`src/rtl/decrypt_pipe_shift_if.sv`:
```
// Bus bundle for decrypt_pipe_shift: byte stream in, key/schedule controls, plaintext stream out.
// master drives the ciphertext side; slave is the decrypt pipeline.
interface decrypt_pipe_shift_if;
  logic        en;
  logic [7:0]  din;
  logic [7:0]  k1;
  logic [7:0]  k2;
  logic [7:0]  k3;
  logic [2:0]  rot_freq;
  logic        shift_en;
  logic        mode;
  logic        sync_clr;
  logic [7:0]  dout;
  logic        en_out;
  logic        is_alpha_out;
  logic [15:0] alpha_cnt;

  modport master (
    output en, din, k1, k2, k3, rot_freq, shift_en, mode, sync_clr,
    input  dout, en_out, is_alpha_out, alpha_cnt
  );

  modport slave (
    input  en, din, k1, k2, k3, rot_freq, shift_en, mode, sync_clr,
    output dout, en_out, is_alpha_out, alpha_cnt
  );
endinterface

```
`src/rtl/decrypt_pipe_shift.sv`:
```
// Two-stage Caesar decrypt pipeline with a rotating k1->k2->k3 key schedule.
// Optional DECRYPT_STATS_EN adds a saturating count of decrypted alpha bytes.
module decrypt_pipe_shift (
  input  logic                 clk,
  input  logic                 rst,
  decrypt_pipe_shift_if.slave  bus
);

  typedef enum logic [1:0] {
    KEY1 = 2'd0,
    KEY2 = 2'd1,
    KEY3 = 2'd2
  } key_state_t;

  key_state_t r_key_idx;
  key_state_t w_key_idx_nxt;
  logic [2:0] r_cnt;
  logic [2:0] w_cnt_nxt;

  logic       w_is_upper;
  logic       w_is_lower;
  logic       w_is_alpha;
  logic [7:0] w_base;
  logic [4:0] w_offset;
  logic [7:0] w_key;
  logic [4:0] w_kmod;
  logic       w_count_byte;

  logic       r_s1_valid;
  logic [7:0] r_s1_byte;
  logic [4:0] r_s1_offset;
  logic [4:0] r_s1_kmod;
  logic       r_s1_upper;
  logic       r_s1_lower;
  logic       r_s1_shift;

  logic signed [5:0] w_diff;
  logic signed [5:0] w_wrapped;
  logic              w_s1_alpha;
  logic [7:0]        w_dout;

  logic       r_en_out;
  logic [7:0] r_dout;
  logic       r_is_alpha;

  always_comb begin
    w_is_upper = (bus.din >= 8'h41) && (bus.din <= 8'h5A);
    w_is_lower = (bus.din >= 8'h61) && (bus.din <= 8'h7A);
    w_is_alpha = w_is_upper || w_is_lower;
    w_base     = w_is_lower ? 8'h61 : 8'h41;
    w_offset   = 5'(bus.din - w_base);
  end

  // A byte arriving with sync_clr is already decrypted with k1, regardless of schedule.
  always_comb begin
    w_key = bus.k1;
    if (bus.mode && !bus.sync_clr) begin
      case (r_key_idx)
        KEY2:    w_key = bus.k2;
        KEY3:    w_key = bus.k3;
        default: w_key = bus.k1;
      endcase
    end
    w_kmod = 5'(w_key % 8'd26);
  end

  always_comb begin
    w_key_idx_nxt = r_key_idx;
    w_cnt_nxt     = r_cnt;
    w_count_byte  = bus.en && bus.shift_en && bus.mode && w_is_alpha;
    if (bus.sync_clr) begin
      w_key_idx_nxt = KEY1;
      w_cnt_nxt     = 3'd0;
    end else if (w_count_byte) begin
      // >= lets a lowered rot_freq take effect on the very next alpha byte
      if (r_cnt >= bus.rot_freq) begin
        w_cnt_nxt = 3'd0;
        case (r_key_idx)
          KEY1:    w_key_idx_nxt = KEY2;
          KEY2:    w_key_idx_nxt = KEY3;
          default: w_key_idx_nxt = KEY1;
        endcase
      end else begin
        w_cnt_nxt = r_cnt + 3'd1;
      end
    end
  end

  always_ff @(posedge clk or negedge rst) begin
    if (!rst) begin
      r_key_idx <= KEY1;
      r_cnt     <= 3'd0;
    end else begin
      r_key_idx <= w_key_idx_nxt;
      r_cnt     <= w_cnt_nxt;
    end
  end

  always_ff @(posedge clk or negedge rst) begin
    if (!rst) begin
      r_s1_valid  <= 1'b0;
      r_s1_byte   <= 8'h00;
      r_s1_offset <= 5'd0;
      r_s1_kmod   <= 5'd0;
      r_s1_upper  <= 1'b0;
      r_s1_lower  <= 1'b0;
      r_s1_shift  <= 1'b0;
    end else begin
      r_s1_valid <= bus.en;
      if (bus.en) begin
        r_s1_byte   <= bus.din;
        r_s1_offset <= w_offset;
        r_s1_kmod   <= w_kmod;
        r_s1_upper  <= w_is_upper;
        r_s1_lower  <= w_is_lower;
        r_s1_shift  <= bus.shift_en;
      end
    end
  end

  // offset and kmod are both 0..25, so one +26 correction always lands back in range
  always_comb begin
    w_diff     = $signed({1'b0, r_s1_offset}) - $signed({1'b0, r_s1_kmod});
    w_wrapped  = w_diff[5] ? (w_diff + 6'sd26) : w_diff;
    w_s1_alpha = (r_s1_upper || r_s1_lower) && r_s1_shift;
    w_dout     = r_s1_byte;
    if (w_s1_alpha) begin
      w_dout = (r_s1_upper ? 8'h41 : 8'h61) + {3'b000, w_wrapped[4:0]};
    end
  end

  always_ff @(posedge clk or negedge rst) begin
    if (!rst) begin
      r_en_out   <= 1'b0;
      r_dout     <= 8'h00;
      r_is_alpha <= 1'b0;
    end else begin
      r_en_out <= r_s1_valid;
      if (r_s1_valid) begin
        r_dout     <= w_dout;
        r_is_alpha <= w_s1_alpha;
      end
    end
  end

  assign bus.dout         = r_dout;
  assign bus.en_out       = r_en_out;
  assign bus.is_alpha_out = r_is_alpha;

`ifdef DECRYPT_STATS_EN
  logic [15:0] r_alpha_cnt;

  always_ff @(posedge clk or negedge rst) begin
    if (!rst) begin
      r_alpha_cnt <= 16'h0000;
    end else if (bus.sync_clr) begin
      r_alpha_cnt <= 16'h0000;
    end else if (r_en_out && r_is_alpha && (r_alpha_cnt != 16'hFFFF)) begin
      r_alpha_cnt <= r_alpha_cnt + 16'h0001;
    end
  end

  assign bus.alpha_cnt = r_alpha_cnt;
`else
  assign bus.alpha_cnt = 16'h0000;
`endif

endmodule

```
`src/flat_wrapper.sv`:
```
// flat-port wrapper written by rule: the top's interface ports become plain ports
module decrypt_pipe_shift_flat 
  (clk, rst, bus_en, bus_din, bus_k1, bus_k2, bus_k3, bus_rot_freq, bus_shift_en, bus_mode, bus_sync_clr, bus_dout, bus_en_out, bus_is_alpha_out, bus_alpha_cnt);
  decrypt_pipe_shift_if bus_i ();
  input  logic clk;
  input  logic rst;
  input wire logic [$bits(bus_i.en)-1:0] bus_en;
  input wire logic [$bits(bus_i.din)-1:0] bus_din;
  input wire logic [$bits(bus_i.k1)-1:0] bus_k1;
  input wire logic [$bits(bus_i.k2)-1:0] bus_k2;
  input wire logic [$bits(bus_i.k3)-1:0] bus_k3;
  input wire logic [$bits(bus_i.rot_freq)-1:0] bus_rot_freq;
  input wire logic [$bits(bus_i.shift_en)-1:0] bus_shift_en;
  input wire logic [$bits(bus_i.mode)-1:0] bus_mode;
  input wire logic [$bits(bus_i.sync_clr)-1:0] bus_sync_clr;
  output wire logic [$bits(bus_i.dout)-1:0] bus_dout;
  output wire logic [$bits(bus_i.en_out)-1:0] bus_en_out;
  output wire logic [$bits(bus_i.is_alpha_out)-1:0] bus_is_alpha_out;
  output wire logic [$bits(bus_i.alpha_cnt)-1:0] bus_alpha_cnt;
  assign bus_i.en = bus_en;
  assign bus_i.din = bus_din;
  assign bus_i.k1 = bus_k1;
  assign bus_i.k2 = bus_k2;
  assign bus_i.k3 = bus_k3;
  assign bus_i.rot_freq = bus_rot_freq;
  assign bus_i.shift_en = bus_shift_en;
  assign bus_i.mode = bus_mode;
  assign bus_i.sync_clr = bus_sync_clr;
  assign bus_dout = bus_i.dout;
  assign bus_en_out = bus_i.en_out;
  assign bus_is_alpha_out = bus_i.is_alpha_out;
  assign bus_alpha_cnt = bus_i.alpha_cnt;
  decrypt_pipe_shift u_core (.clk(clk), .rst(rst), .bus(bus_i));
endmodule
```
`config.mk`:
```
export PLATFORM = sky130hd
export DESIGN_NAME = decrypt_pipe_shift_flat
export DESIGN_NICKNAME = d
export VERILOG_FILES = /design/src/rtl/decrypt_pipe_shift_if.sv /design/src/rtl/decrypt_pipe_shift.sv /design/src/flat_wrapper.sv
export SDC_FILE = /design/constraint.sdc
export NUM_CORES = 1
export LEC_CHECK = 0
export ABC_CLOCK_PERIOD_IN_PS = 4200
export CORE_UTILIZATION = 40
export DETAILED_ROUTE_END_ITERATION = 8
export PLACE_DENSITY = 0.75
export SLEW_MARGIN = 20
export SYNTH_ARGS = -nofsm -noshare
export SYNTH_HDL_FRONTEND = slang
export SYNTH_SLANG_ARGS = --single-unit
export TNS_END_PERCENT = 10
```
`constraint.sdc`:
```
create_clock -name clk -period 4.2 [get_ports clk]
set_clock_uncertainty 0.05 [all_clocks]
set_input_delay 1.05 -clock clk [delete_from_list [all_inputs] [get_ports clk]]
set_output_delay 1.05 -clock clk [all_outputs]
set_load 0.01 [all_outputs]
```
==> results.md, run 1 <==
- Status: complete, no violations
- Die height: 89.8 um
- Post-DRT Antenna Nets: 0
- # fillers: 685
- ANT cells: 0
- Yosys cell types: 68
- Worst Tran Pin Value: 0.555 ns
- Post-Route WL: 6830 um
- Critical Path Start Type: primary input
- Endpoint class of the critical path: register
- Detailed placement HPWL: 5140 um
- RSZ-0062 raised after global routing: false
- Compound-Gate Fraction of Synth Area: 23.5%
- Setup bufs post-CTS: 0
- Placeable Area: 0.00737 sq mm
- Design Power: 1.23 mW
- Mux share of post-synthesis cell area: 10.3%
- Total CTS buffers: 5
- Share of layout cells above drive strength 1: 11.5%
- Final net count: 448
- Share of the synthesized netlist area taken by xor and xnor gates: 2.84%
- Number of synthesized flops with an enable pin: 0
- I/O Buffers: 50
- Crit Path Class: in2reg
- Seq/Total Area, Yosys: 30.0%
- Main combinational cell family by area after synthesis: compound AO/OA/AOI/OAI gates
- Row cnt: 31
- Simple-gate area share of the yosys netlist: 16.4%
- Final setup violation count: 0
- Asr flop ratio synth: 100%
- I/O pin cnt: 67
- Worst path required time: 4.34 ns
- Total GRT Usage: 18.1%
- H-tree levels: 2
- Initial core utilization: 41.9%
- Leakage power: 1.51 nW
- Prevailing post-synth register cell: dfrtp_1
- YS warnings: 0
- 1st-iter DRT viols: 180
- Worst-path maximum fanout: 14
- Post-route DRC: 0
- Grt ovf: 0
- Initial DRT Pass Iterations: 4
- CTS tree: done
- Final core occ: 50.6%
- DR vias/cell: 5.51
- CTS root buf: clkbuf_8
- Chip width: 89.8 um
- Worst Path Arrival: 3.65 ns
- Initial antenna violation count: 0
- Slew HR: 63.0%
- Min cycle time layout: 3.52 ns
- Cts repair resizes: 0
- Area growth syn-to-layout: 20.9%
- Type of the most critical hold path: reg2reg
- Largest net degree at the start of global routing: 38
- Synthesized-area fraction occupied by adder cells: 7.54%
- Clk slew on worst S/H paths: 0.07 ns
- Pins over their slew limit: 0
- Vias in the first global route: 2592
- # Max-Cap Violations: 0
- Worst-Skew Late Latency: 0.30 ns
- DIE AREA: 0.00807 sq mm
- Mean Syn Cell Area: 9.07 sq um
- FF+latch count, synth: 37
- Fin. Hold Viols: 0
- Maximum clock rate: 284 MHz
- Fin crit share: 83.7%
- Gpl congestion: 0.827
- Mean routed wirelength per cell: 14.0 um
- Hold Slack: 0.437 ns
- Total number of vias: 2694
- Design area: 0.00373 sq mm
- CTS sink cnt: 37
- First-pass GRT wire length: 12200 um
- Syn Inst Count: 340
- Cts hold-fix bufs: 0
- PwrDens: 330 mW/mm^2
- Post-Syn Area: 0.00309 sq mm
- Total Neg Setup Slack: 0 ns
- Maximum vdd drop: 142 uV
- Clk buf depth: 2
- DP Area: 0.00361 sq mm
-- synthesized netlist by cell type, drive strengths merged (2+ instances only) --
master / n / area share [%]
o21a: 7 / 1.7
xor2: 3 / 0.85
dfrtp: 37 / 30
a21o: 3 / 0.73
a21oi: 23 / 3.9
nand2: 22 / 2.7
xnor2: 7 / 2.0
nor4: 3 / 1.1
a211oi: 3 / 0.73
o31ai: 3 / 1.1
nand4: 3 / 0.61
ha: 17 / 6.9
a211o: 2 / 0.57
o211ai: 2 / 0.49
nor2: 16 / 2.2
nor3: 16 / 2.6
o22ai: 4 / 0.81
a22oi: 3 / 0.73
mux2: 17 / 6.8
nor2b: 5 / 1.0
or4b: 2 / 0.65
o21ai: 23 / 3.9
o2111ai: 3 / 0.85
nor3b: 2 / 0.49
a22o: 8 / 2.3
buf: 25 / 6.1
nand3: 11 / 1.8
nand3b: 2 / 0.49
a31oi: 8 / 1.6
clkbuf: 6 / 0.73
a311oi: 2 / 0.57
inv: 20 / 2.4
mux2i: 7 / 3.5
and3: 2 / 0.41
nand2b: 3 / 0.61
-- metal layers --
layer / routed length, um / GRT usage (%)
met5: 0 / 0
met4: 133 / 6.42
met3: 320 / 2.62
met2: 3120 / 29.1
met1: 3250 / 24.9
-- metrics by stage --
| stage | worst slack (ns) | std cells |
|---|---|---|
| global route | 0.377 | 489 |
| CTS | 0.689 | 489 |
| finish | 0.684 | 489 |
| global placement | 0.433 | 481 |
| detailed placement | 0.380 | 481 |
| floorplan | 1.16 | 355 |
-- sequential cells by signal, indices dropped and copies added, names as in the netlist --
name / cells
u_core.r_s1_valid: 1
u_core.r_s1_byte: 8
u_core.bus.dout: 8
u_core.bus.en_out: 1
u_core.r_cnt: 3
u_core.bus.is_alpha_out: 1
u_core.r_key_idx: 2
u_core.r_s1_upper: 1
u_core.r_s1_offset: 5
u_core.r_s1_kmod: 5
u_core.r_s1_lower: 1
u_core.r_s1_shift: 1
-- placed cells by master, fill, tap and decap left out, drive strengths merged, types with 4 or more instances in the layout --
cell type      Yosys  routed
a22o               8       8
a31oi              8       8
clkdlybuf4s50      0      50
xnor2              7       7
nand3             11      11
inv               20      20
nor3              16      16
o21a               7       7
o22ai              4       4
mux2              17      17
buf               25       8
o21ai             23      23
nor2              16      16
nor2b              5       5
mux2i              7       7
clkbuf             6       7
dfrtp             37      37
nand2             22      22
a21oi             23      23
ha                17      17
conb               1      16
-- critical path: stages --
cell and delay, ns:
clkdlybuf4s50_1 0.48, and3b_1 0.24, buf_4 0.25, mux2i_4 0.49, nor3_1 0.12, o21ai_0 0.18
a21oi_1 0.11, o31ai_2 0.39, a21boi_0 0.24, o21ai_1 0.09
-- worst paths after layout --
kind                                     start                   to  slack (ns)  depth (start not counted)
setup / recovery                  bus_sync_clr  u_core.r_s1_kmod[3]        0.68                         10
hold / removal              u_core.bus.dout[3]   u_core.bus.dout[3]        0.44                          1
setup reg to reg           u_core.r_s1_kmod[1]   u_core.bus.dout[6]        1.04                         12
hold reg to reg             u_core.bus.dout[3]   u_core.bus.dout[3]        0.44                          1
max in group asynchronous                  rst  u_core.r_key_idx[0]        2.66                          2
min in group asynchronous                  rst   u_core.bus.dout[7]        1.11                          2
-- logic make-up (layout without fill, tap and decap cells) --
kind of cell / count (synthesis) / after routing
DFF: 37 / 37
buffers and inverters: 51 / 86
adders and majority gates: 18 / 18
and+or+nand+nor: 94 / 94
muxes: 24 / 24
AOI/OAI and AO/OA: 105 / 105
other: 1 / 16
xor gates and xnor gates: 10 / 10
-- final cells by class --
| type | count | area [sq um] | area share [%] |
|---|---|---|---|
| clock buffer | 7 | 86.3 | 2.31 |
| clock inverter | 1 | 30.0 | 0.805 |
| inverter | 20 | 75.1 | 2.01 |
| multi-input combinational | 267 | 1930 | 51.7 |
| sequential | 37 | 926 | 24.8 |
| tap | 99 | 124 | 3.32 |
| timing repair buffer | 58 | 561 | 15.0 |
-- where the power goes --
part,switching (mW),total (mW),internal [mW],leakage (nW)
clock,0.133,0.327,0.194,0.0585
combinational,0.257,0.482,0.225,0.997
sequential,0.0267,0.421,0.394,0.451
total,0.417,1.23,0.813,1.51
Power figures use the tool's default switching activity.
==> inputs of run 2 (changes only) <==
ABC_CLOCK_PERIOD_IN_PS = 3410   (was 4200)
clock period = 3.41 ns   (was 4.2 ns; I/O delays follow)
==> run 2 against run 1 <==
Effect of this change:
- worst hold slack improved by 0.022 ns
- register-to-register slack got worse by 0.76 ns
- critical path depth grew 3
- final cell count grew 2.9%
- largest cell class unchanged
- clock-buffer cell count unchanged
- setup slack lost 0.49 ns
- via count up 2.0%
- critical endpoint unchanged
- sequential share of layout area down 0.76 points
- sequential power increased by 23%
- core utilization grew 1.6 points
- critical path type unchanged
- clock power up 22%
==> results.md, run 2 (synthesis results as in run 1) <==
- CTS tree: done
- Post-Route WL: 7140 um
- Area growth syn-to-layout: 24.7%
- Worst Setup SP: bus_sync_clr
- Sw Pwr: 0.527 mW
- Critical path capture point: u_core.r_s1_kmod[3]
- Post-DRT Antenna Nets: 0
- Endpoint class of the critical path: register
- Slew HR: 61.1%
- Worst Path Arrival: 3.33 ns
- H-tree levels: 2
- Share of layout cells above drive strength 1: 14.6%
- # Max-Cap Violations: 0
- Setup bufs post-CTS: 0
- Placeable Area: 0.00737 sq mm
- Grt ovf: 0
- CTS root buf: clkbuf_8
- I/O Buffers: 50
- Fin crit share: 94.2%
- ANT cells: 0
- Gate power share: 40.3%
- Clk slew on worst S/H paths: 0.08 ns
- Register area: 926 sq um
- Final net count: 462
- RSZ-0062 raised after global routing: false
- Type of the most critical hold path: reg2reg
- Initial DRT Pass Iterations: 4
- Post-route DRC: 0
- Total CTS buffers: 5
- Detailed placement HPWL: 5290 um
- Commonest non-fill, non-tap cell in the layout: clkdlybuf4s50_1
- Worst-path maximum fanout: 10
- I/O pin cnt: 67
- Critical Path Start Type: primary input
- First-pass GRT wire length: 12500 um
- Row cnt: 31
- Total number of vias: 2749
- Total Neg Setup Slack: 0 ns
- DR vias/cell: 5.47
- Total GRT Usage: 18.6%
- Reg2reg end: u_core.bus.dout[6]
- Part of the power in registers: 33.7%
- Largest net degree at the start of global routing: 38
- Status: complete, no violations
- Initial core utilization: 41.9%
- Initial antenna violation count: 0
- Mean routed wirelength per cell: 14.2 um
- PwrDens: 400 mW/mm^2
- Clock Power Share: 26.0%
- Vias in the first global route: 2700
- CTS sink cnt: 37
- 1st-iter DRT viols: 191
- Worst path required time: 3.53 ns
- Internal power: 1.01 mW
- Worst-Skew Late Latency: 0.29 ns
- Hold Slack: 0.459 ns
- Pins over their slew limit: 0
- Chip width: 89.8 um
- Sw Ratio: 34.3%
- Maximum vdd drop: 174 uV
- # fillers: 658
- Most frequent cells in the layout: clkdlybuf4s50_1, dfrtp_1, nand2_1, a21oi_1, buf_4
- Leakage power: 1.58 nW
- Die height: 89.8 um
- Flop-to-flop setup slack: 0.28 ns
- Min cycle time layout: 3.21 ns
- Clk buf depth: 2
- Final setup violation count: 0
- DIE AREA: 0.00807 sq mm
- Worst Tran Pin Value: 0.583 ns
- R2R depth: 11
- Worst R2R Start: u_core.r_s1_offset[0]
- Gpl congestion: 0.804
- Fin. Hold Viols: 0
- Crit Path Class: in2reg
- Maximum clock rate: 311 MHz
- Area of the multi-input gates: 0.00193 sq mm
-- run 2: how the worst min path moves through the flow --
stage | from | to | slack [ns] | cells after the start
floorplan | u_core.r_s1_valid | u_core.bus.en_out | 0.32 | 0
global placement | u_core.bus.dout[3] | u_core.bus.dout[3] | 0.41 | 1
detailed placement | u_core.bus.dout[3] | u_core.bus.dout[3] | 0.42 | 1
CTS | u_core.bus.dout[3] | u_core.bus.dout[3] | 0.46 | 1
global route | u_core.bus.dout[3] | u_core.bus.dout[3] | 0.48 | 1
finish | u_core.bus.dout[3] | u_core.bus.dout[3] | 0.46 | 1
-- run 2: power by group through the flow --
stage | clock, mW | combinational [mW] | sequential, mW
3_5_place_dp | 0 | 0.597 | 0.527
6_report | 0.400 | 0.619 | 0.519
3_3_place_gp | 0 | 0.586 | 0.525
5_1_grt | 0.421 | 0.682 | 0.527
4_1_cts | 0.406 | 0.615 | 0.518
2_1_floorplan | 0 | 0.421 | 0.523
-- run 2: final cells by class --
| class | instances | share of cell area [%] |
|---|---|---|
| multi-input combinational | 267 | 50.1 |
| sequential | 37 | 24.1 |
| timing repair buffer | 72 | 17.6 |
| tap | 99 | 3.22 |
| clock buffer | 7 | 2.24 |
| inverter | 20 | 1.95 |
| clock inverter | 1 | 0.780 |
-- run 2: metrics by stage --
stage	util (%)	area [sq um]	power, mW	std cells	setup WS, ns
after floorplan	-	3140	0.943	355	0.549
after global placement	50.6	3730	1.11	495	0.0365
after detailed placement	50.6	3730	1.12	495	-0.0706
after CTS	52.2	3850	1.54	503	0.208
after global routing	52.2	3850	1.63	503	0.0111
final	52.2	3850	1.54	503	0.197
-- run 2: timing repair --
item | CTS | global route
hold buffers | 0 | 0
resized for setup | 0 | 1
setup endpoints to repair | 0 | 1
-- run 2: layer usage --
| layer | GRT usage (%) | wire [um] |
|---|---|---|
| met1 | 25.4 | 3500 |
| met2 | 30.4 | 3330 |
| met3 | 2.62 | 218 |
| met4 | 5.19 | 88 |
| met5 | 0 | 0 |
-- run 2: critical path, stage by stage --
cell and delay (ns):
clkdlybuf4s50_1 0.47, and3b_1 0.20, buf_12 0.15, buf_4 0.14, buf_4 0.14, mux2i_4 0.18
a21oi_1 0.20, a21oi_2 0.07, nor4_4 0.34, buf_4 0.19, nor2_1 0.04, a32oi_1 0.24
o21ai_1 0.11
